==> src/rtl/rv32i_types.sv <==
// Shared rv32i pipeline types: register index, data word and hazard-controller state.
package rv32i_types;

  typedef logic [4:0]  rv32i_reg;
  typedef logic [31:0] rv32i_word;

  typedef enum logic [1:0] {
    RUN,
    FREEZE,
    FLUSH_PEND
  } hazard_state_t;

endpackage

==> src/rtl/sat_counter.sv <==
// Saturating up-counter with synchronous clear that takes priority over increment.
module sat_counter #(
  parameter int unsigned CNT_W = 32
) (
  input  logic             clk,
  input  logic             rst_n,
  input  logic             inc,
  input  logic             clr,
  output logic [CNT_W-1:0] count
);

  logic [CNT_W-1:0] cnt_q;
  logic [CNT_W-1:0] cnt_d;

  always_comb begin
    cnt_d = cnt_q;
    if (clr) begin
      cnt_d = '0;
    end else if (inc && (cnt_q != '1)) begin
      cnt_d = cnt_q + CNT_W'(1);
    end
  end

  always_ff @(posedge clk or negedge rst_n) begin
    if (!rst_n) begin
      cnt_q <= '0;
    end else begin
      cnt_q <= cnt_d;
    end
  end

  assign count = cnt_q;

endmodule

==> src/rtl/hazard_stall_unit.sv <==
// Pipeline advance controller: memory-wait freeze, load-use bubble and branch flush,
// with saturating event counters.
module hazard_stall_unit
  import rv32i_types::*;
#(
  parameter int unsigned CNT_W = 32
) (
  input  logic             clk,
  input  logic             rst_n,
  input  logic             imem_read,
  input  logic             imem_resp,
  input  logic             dmem_read,
  input  logic             dmem_write,
  input  logic             dmem_resp,
  input  rv32i_reg         id_rs1,
  input  rv32i_reg         id_rs2,
  input  logic             id_rs1_used,
  input  logic             id_rs2_used,
  input  rv32i_reg         ex_rd,
  input  logic             ex_mem_read,
  input  logic             br_taken,
  input  logic             perf_clr,
  output logic             load_pc,
  output logic             load_if_id,
  output logic             load_id_ex,
  output logic             load_ex_mem,
  output logic             load_mem_wb,
  output logic             flush_if_id,
  output logic             flush_id_ex,
  output logic             pc_redirect,
  output logic [CNT_W-1:0] stall_cycles,
  output logic [CNT_W-1:0] bubble_count,
  output logic [CNT_W-1:0] flush_count
);

  hazard_state_t state_q;
  hazard_state_t state_d;

  logic mem_busy;
  logic load_use;
  logic do_flush;
  logic stall_inc;
  logic bubble_inc;
  logic flush_inc;

  assign mem_busy = (imem_read & ~imem_resp) | ((dmem_read | dmem_write) & ~dmem_resp);
  assign load_use = ex_mem_read & (ex_rd != 5'd0) &
                    ((id_rs1_used & (id_rs1 == ex_rd)) | (id_rs2_used & (id_rs2 == ex_rd)));
  assign do_flush = br_taken | (state_q == FLUSH_PEND);

  always_comb begin
    state_d     = state_q;
    load_pc     = 1'b0;
    load_if_id  = 1'b0;
    load_id_ex  = 1'b0;
    load_ex_mem = 1'b0;
    load_mem_wb = 1'b0;
    flush_if_id = 1'b0;
    flush_id_ex = 1'b0;
    pc_redirect = 1'b0;
    stall_inc   = 1'b0;
    bubble_inc  = 1'b0;
    flush_inc   = 1'b0;

    if (mem_busy) begin
      // A taken branch seen during the wait is latched so it survives br_taken dropping.
      state_d   = do_flush ? FLUSH_PEND : FREEZE;
      stall_inc = 1'b1;
    end else begin
      state_d     = RUN;
      load_ex_mem = 1'b1;
      load_mem_wb = 1'b1;
      load_id_ex  = 1'b1;
      if (do_flush) begin
        load_pc     = 1'b1;
        load_if_id  = 1'b1;
        flush_if_id = 1'b1;
        flush_id_ex = 1'b1;
        pc_redirect = 1'b1;
        flush_inc   = 1'b1;
      end else if (load_use) begin
        flush_id_ex = 1'b1;
        bubble_inc  = 1'b1;
      end else begin
        load_pc    = 1'b1;
        load_if_id = 1'b1;
      end
    end

    // Controls are combinational, so hold them quiet for the whole reset interval.
    if (!rst_n) begin
      load_pc     = 1'b0;
      load_if_id  = 1'b0;
      load_id_ex  = 1'b0;
      load_ex_mem = 1'b0;
      load_mem_wb = 1'b0;
      flush_if_id = 1'b0;
      flush_id_ex = 1'b0;
      pc_redirect = 1'b0;
    end
  end

  always_ff @(posedge clk or negedge rst_n) begin
    if (!rst_n) begin
      state_q <= RUN;
    end else begin
      state_q <= state_d;
    end
  end

  sat_counter #(.CNT_W(CNT_W)) u_stall_cnt (
    .clk   (clk),
    .rst_n (rst_n),
    .inc   (stall_inc),
    .clr   (perf_clr),
    .count (stall_cycles)
  );

  sat_counter #(.CNT_W(CNT_W)) u_bubble_cnt (
    .clk   (clk),
    .rst_n (rst_n),
    .inc   (bubble_inc),
    .clr   (perf_clr),
    .count (bubble_count)
  );

  sat_counter #(.CNT_W(CNT_W)) u_flush_cnt (
    .clk   (clk),
    .rst_n (rst_n),
    .inc   (flush_inc),
    .clr   (perf_clr),
    .count (flush_count)
  );

endmodule

==> config.mk <==
export PLATFORM = sky130hd
export DESIGN_NAME = hazard_stall_unit
export DESIGN_NICKNAME = d
export VERILOG_FILES = /design/src/rtl/rv32i_types.sv /design/src/rtl/sat_counter.sv /design/src/rtl/hazard_stall_unit.sv
export SDC_FILE = /design/constraint.sdc
export NUM_CORES = 1
export LEC_CHECK = 0
export ABC_AREA = 1
export CORE_MARGIN = 1
export CORE_UTILIZATION = 25
export DETAILED_ROUTE_END_ITERATION = 7
export HOLD_SLACK_MARGIN = 0.02
export PLACE_DENSITY = 0.55
export SLEW_MARGIN = 15
export SYNTH_ARGS = -nofsm -noshare
export SYNTH_HDL_FRONTEND = slang
export SYNTH_SLANG_ARGS = --single-unit
==> constraint.sdc <==
create_clock -name clk -period 2.5 [get_ports clk]
set_clock_uncertainty 0.2 [all_clocks]
set_input_delay 0.375 -clock clk [delete_from_list [all_inputs] [get_ports clk]]
set_output_delay 0.375 -clock clk [all_outputs]
set_load 0.005 [all_outputs]
==> results.py, run 1 <==
metrics = {
    "outcome": {
        "run_status": "finished, final reports clean",
    },
    "place": {
        "placed_area_um2": 8790,
        "post-place-ws_ns": -0.178,
        "portBuffers": 130,
        "place_hpwl_um": 16600,
        "gp_congestion": 0.946,
    },
    "clock_network": {
        "cts_buffers": 9,
        "htreeDepth": 3,
        "cts_root_buf": "clkbuf_16",
        "clk_path_buf_depth": 2,
        "cts_tree": "yes",
        "clock-sinks": 98,
        "clock_latency_ns": 0.36,
        "clk_pin_slew_ns": 0.07,
    },
    "global_route": {
        "overflow": 0,
        "grt_max_degree": 99,
        "grt_antenna_before_repair": 1,
        "grt_pass1_wl_um": 36600,
        "grt_usage_pct": 16.2,
        "first_global_vias": 6872,
    },
    "detailed_routing": {
        "dr.pass1.iters": 6,
        "routedWlPerCell_um": 14.1,
        "vias": 7345,
        "drc_errors": 0,
        "drt_iter0_markers": 592,
        "drtAntennaViolNets": 0,
        "drt-total-wl_um": 22500,
        "routed_via_density": 4.60,
    },
    "setup_path": {
        "arrival_ns": 1.82,
        "startpoint_type": "primary input",
        "ff2ff_path_depth": 11,
        "r2r-end": "u_flush_cnt.count[2]",
        "critPathKind": "in -> out",
        "critPathLaunch": "dmem_write",
        "required_ns": 1.92,
        "end_kind": "output port",
        "r2r_slack_ns": 0.25,
        "crit_fanout": 3,
        "endpoint": "load_ex_mem",
        "r2r-start": "u_flush_cnt.count[0]",
    },
    "synthesis": {
        "synth_top_cell_by_area": "dfrtp_1",
        "syn-instance-count": 1076,
        "ys_seq_area_share_pct": 35.3,
        "ys.flop_type": "dfrtp_1",
        "yosys-top-cells-count": "nand2_1 (333), nor2_1 (142), nand3_1 (133)",
        "syn_nets": 1106,
        "synth_most_common_cell": "nand2_1",
        "synth_area_leaders": "dfrtp_1 (35%), nand2_1 (18%), nand3_1 (9.6%), nor2_1 (7.7%), inv_1 (7.1%)",
        "synth_seq_cells": 98,
        "yosysUniqueCellTypes": 35,
        "syn_area_per_cell_um2": 6.45,
        "yosysTopAreaCellShare_pct": 35.3,
        "synth-edff-count": 0,
        "yosys_warnings": 0,
        "synthArstFlopShare_pct": 100,
        "synth_area_um2": 6940,
    },
    "power": {
        "seqPwrFrac_pct": 46.4,
        "power_leakage_nw": 4.04,
        "p_per_area_nw_per_um2": 377,
        "p_sw_uw": 916,
        "peakVddDrop_mv": 0.253,
        "clkPwrFrac_pct": 43.7,
        "combPwrFrac_pct": 9.9,
        "switching_share_pct": 26.4,
        "intPower_mw": 2.55,
    },
    "floorplanning": {
        "core_area_um2": 27100,
        "die_x_um": 169,
        "ios": 131,
        "die_y_um": 169,
        "rows": 60,
        "fp.dieArea_um2": 28400,
        "start_util_pct": 25.6,
    },
    "sta": {
        "period_minus_slack_ns": 2.40,
        "final_hold_viol_count": 0,
        "worst_pin_slew_ns": 0.537,
        "setup_violations": 0,
        "slew_headroom_pct": 64.2,
        "fin_crit_sh_pct": 95.8,
        "report.final.slew_viol_count": 0,
        "fmax_mhz": 417,
        "setup_slack_ns": 0.105,
    },
    "layout": {
        "multi_input_area_um2": 3790,
        "area_growth_syn_to_layout_pct": 32.5,
        "layout-drive-gt1-share_pct": 7.42,
        "final_nets": 1251,
        "fill_cells": 2950,
        "design_area_um2": 9200,
        "seq_area_um2": 2450,
        "n_antenna_cell": 0,
    },
    "run": {
        "drv_cap": 0,
    },
    "worst_hold_path": {
        "worstHoldPathType": "reg -> reg",
    },
}
metal layers:
layer / up-vias / GRT usage (%) / part of all wire [%]
li1: 3724 / - / -
met1: 3402 / 22.5 / 49
met2: 184 / 25.5 / 45
met3: 33 / 2.34 / 4.3
met4: 2 / 5.61 / 2.0
met5: - / 0 / 0.076
logic make-up after synthesis:
group | synth area share (%)
and+or+nand+nor | 43.7
buffers and inverters | 10.5
DFF | 35.3
AOI/OAI and AO/OA | 5.95
xor gates and xnor gates | 3.91
adders and majority gates | 0.541
worst min-delay path by stage:
stage | start | endpoint | slack, ns | cells after the start
floorplan | rst_n | state_q[0] | -0.12 | 0
global placement | u_flush_cnt.count[31] | u_flush_cnt.count[31] | 0.34 | 2
detailed placement | u_flush_cnt.count[31] | u_flush_cnt.count[31] | 0.34 | 2
CTS | u_flush_cnt.count[31] | u_flush_cnt.count[31] | 0.35 | 2
global route | u_flush_cnt.count[31] | u_flush_cnt.count[31] | 0.39 | 2
finish | u_flush_cnt.count[31] | u_flush_cnt.count[31] | 0.36 | 2
flip-flops by register name (all words and copies together) (netlist names):
name,flops
u_flush_cnt.count,32
state_q,2
u_stall_cnt.count,32
u_bubble_cnt.count,32
what timing repair did:
action,4_1_cts,5_1_grt
resized for setup,9,10
hold buffers,1,0
hold endpoints to repair,98,0
pin swaps,1,6
setup endpoints to repair,5,20
buffers inserted,0,3
gates cloned,0,1
stage by stage:
step	hold slack (ns)	setup TNS (ns)	utilization, %	total power [mW]	cells
global placement	0.339	-0.532	32.4	1.97	1577
finish	0.360	0	33.9	3.47	1598
global route	0.391	-0.0185	33.9	3.64	1598
CTS	0.352	-0.104	33.7	3.52	1594
floorplan	-0.121	0	-	1.80	1076
detailed placement	0.336	-0.665	32.4	1.97	1577
power groups by stage:
stage | registers (mW) | clock network [mW] | logic, mW
4_1_cts | 1.61 | 1.58 | 0.335
2_1_floorplan | 1.64 | 0 | 0.161
5_1_grt | 1.61 | 1.64 | 0.380
6_report | 1.61 | 1.52 | 0.342
3_3_place_gp | 1.64 | 0 | 0.329
3_5_place_dp | 1.64 | 0 | 0.333
area by class of cell:
cell class | count | share of cell area [%]
Clock buffer | 10 | 2.60
Sequential cell | 98 | 26.7
Clock inverter | 6 | 0.789
Tap cell | 372 | 5.06
Multi-Input combinational cell | 810 | 41.3
Timing Repair Buffer | 166 | 18.0
Inverter | 136 | 5.57
cell usage in the layout, fill, tap and decap left out, drive strengths merged:
master,netlist,routed
xor2,24,24
bufinv,0,1
dlygate4sd3,0,1
clkinv,0,3
inv,136,138
o21bai,1,1
nor3,51,51
buf,29,36
xnor2,7,7
dfrtp,98,98
dlygate4sd2,0,4
dlymetal6s2s,0,7
nor2,149,149
a31oi,1,1
a21oi,5,6
o31ai,4,4
nand3b,1,1
a21o,2,2
clkbuf,4,10
o21ai,59,59
nor2b,1,1
nor3b,1,1
nand2,340,340
nand3,134,134
nand4,26,26
clkdlybuf4s50,0,118
ha,3,3
worst max-delay path: stages:
cell and delay (ns):
clkdlybuf4s50_1 0.40, o21bai_1 0.15, nand2_1 0.13, nor2_4 0.15, buf_4 0.13, clkdlybuf4s50_1 0.49
Power figures use the tool's default switching activity.
==> run 2, diff against run 1 <==
--- a/config.mk
+++ b/config.mk
@@ -10,7 +10,7 @@
 export CORE_UTILIZATION = 25
 export DETAILED_ROUTE_END_ITERATION = 7
 export HOLD_SLACK_MARGIN = 0.02
-export PLACE_DENSITY = 0.55
+export PLACE_DENSITY_LB_ADDON = 0.08
 export SLEW_MARGIN = 15
 export SYNTH_ARGS = -nofsm -noshare
 export SYNTH_HDL_FRONTEND = slang
==> run 2 against run 1 <==
Compared with the run above: global-route usage up 0.67 points; sequential power barely moved; cell count up 0.69%; maximum frequency fell by 0.26%; largest cell class unchanged.
==> results.py, run 2 (same netlist as run 1, synthesis figures left out) <==
metrics = {
    "floorplanning": {
        "fp.dieArea_um2": 28400,
        "die_y_um": 169,
        "rows": 60,
        "ios": 131,
        "core_area_um2": 27100,
        "die_x_um": 169,
        "start_util_pct": 25.6,
    },
    "setup_path": {
        "crit_fanout": 2,
        "startpoint_type": "primary input",
        "required_ns": 1.92,
        "arrival_ns": 1.83,
        "r2r-end": "u_flush_cnt.count[2]",
        "ff2ff_path_depth": 11,
        "end_kind": "output port",
        "endpoint": "flush_id_ex",
        "r2r_slack_ns": 0.26,
        "critPathLaunch": "rst_n",
        "critPathKind": "in -> out",
        "r2r-start": "u_flush_cnt.count[1]",
    },
    "worst_hold_path": {
        "min_path_cells": 2,
        "hp-start": "u_flush_cnt.count[31]",
        "worstHoldPathType": "reg -> reg",
    },
    "detailed_routing": {
        "drt_iter0_markers": 413,
        "drc_errors": 0,
        "dr.pass1.iters": 5,
        "drtAntennaViolNets": 0,
        "drt-total-wl_um": 23400,
        "routed_via_density": 4.44,
        "vias": 7149,
        "routedWlPerCell_um": 14.5,
    },
    "clock_network": {
        "clk_pin_slew_ns": 0.07,
        "clk_path_buf_depth": 2,
        "clock-sinks": 98,
        "cts_root_buf": "clkbuf_16",
        "htreeDepth": 3,
        "clock_latency_ns": 0.36,
        "cts_tree": "yes",
        "cts_buffers": 9,
    },
    "place": {
        "post-place-ws_ns": -0.183,
        "gp_congestion": 0.878,
        "portBuffers": 130,
        "place_hpwl_um": 17800,
    },
    "sta": {
        "setup_violations": 0,
        "fin_setup_tns_ns": 0,
        "grt_setup_unrepaired": "true",
        "period_minus_slack_ns": 2.40,
        "report.final.slew_viol_count": 0,
        "setup_slack_ns": 0.0983,
        "holdWs_ns": 0.367,
        "fin_crit_sh_pct": 96.1,
        "fmax_mhz": 416,
        "slew_headroom_pct": 49.2,
        "final_hold_viol_count": 0,
        "worst_pin_slew_ns": 0.762,
    },
    "layout": {
        "final_cell_mix": "nand2_1 (332), nor2_1 (139), nand3_1 (132)",
        "area_growth_syn_to_layout_pct": 32.8,
        "n_antenna_cell": 0,
        "final_nets": 1262,
        "layout-drive-gt1-share_pct": 8.00,
        "final_common_cell": "nand2_1",
    },
    "global_route": {
        "grt_pass1_wl_um": 37700,
        "overflow": 0,
        "first_global_vias": 6874,
        "grt_usage_pct": 16.9,
        "grt_antenna_before_repair": 0,
        "grt_max_degree": 66,
    },
    "power": {
        "total_power_mw": 3.53,
        "p_per_area_nw_per_um2": 383,
        "peakVddDrop_mv": 0.226,
        "power_leakage_nw": 4.03,
    },
    "outcome": {
        "run_status": "finished, final reports clean",
    },
    "run": {
        "drv_cap": 0,
    },
}
-- run 2: changes by cell type in the layout (fill, tap and decap cells not counted), moves of 2 or more --
cell | before | now
dlymetal6s2s_1 | 7 | 1
nand2_2 | 7 | 5
buf_4 | 30 | 45
buf_12 | 6 | 3
dlygate4sd2_1 | 4 | 10
clkbuf_1 | 0 | 2
-- run 2: how the worst min path moves through the flow --
| stage | slack, ns | end |
|---|---|---|
| after floorplan | -0.12 | state_q[0] |
| after global placement | 0.33 | u_flush_cnt.count[25] |
| after detailed placement | 0.33 | u_flush_cnt.count[28] |
| after CTS | 0.36 | u_flush_cnt.count[31] |
| after global routing | 0.38 | u_flush_cnt.count[31] |
| final | 0.37 | u_flush_cnt.count[31] |
-- run 2: cell type report --
| class | count | area [um^2] |
|---|---|---|
| inverters | 136 | 513 |
| flip-flops and latches | 98 | 2450 |
| repair buffers | 178 | 1690 |
| multi-input cells | 809 | 3780 |
| clock inverters | 4 | 73.8 |
| well taps | 372 | 465 |
| clock buffers | 12 | 246 |
| fillers | 2940 | 17900 |
-- run 2: repair_timing --
action                                 in CTS  in global routing
resized for setup                          11                  6
endpoints found under the hold margin      43                  0
buffers inserted                            2                  0
pin swaps                                   3                  2
setup endpoints to repair                   8                  4
hold buffers                                1                  0
gates cloned                                0                  0
-- run 2: metrics by stage --
stage	util (%)	std cells	instance area, um^2
final	34.0	1609	9220
after global routing	34.0	1609	9220
after CTS	33.9	1609	9200
after detailed placement	32.7	1590	8860
after global placement	32.7	1590	8860
after floorplan	-	1076	6940
-- run 2: per-layer routing --
layer / track usage, % / vias to the layer above / routed length [um]
li1: - / 3735 / -
met1: 23.1 / 3279 / 11600
met2: 27.9 / 120 / 10900
met5: 0 / - / 0
met4: 3.64 / 0 / 214
met3: 2.43 / 15 / 710
-- run 2: power breakdown --
part	switching [mW]	leakage (nW)	internal (mW)
registers	0.0124	1.36	1.60
logic	0.208	2.51	0.132
clock network	0.674	0.157	0.910
total	0.895	4.03	2.64
-- run 2: critical path: stages --
cell and delay (ns):
dlygate4sd3_1 0.53, buf_4 0.10, inv_1 0.04, nor2_1 0.09, buf_4 0.15, buf_4 0.12
inv_1 0.05, a21oi_1 0.11, dlygate4sd2_1 0.27
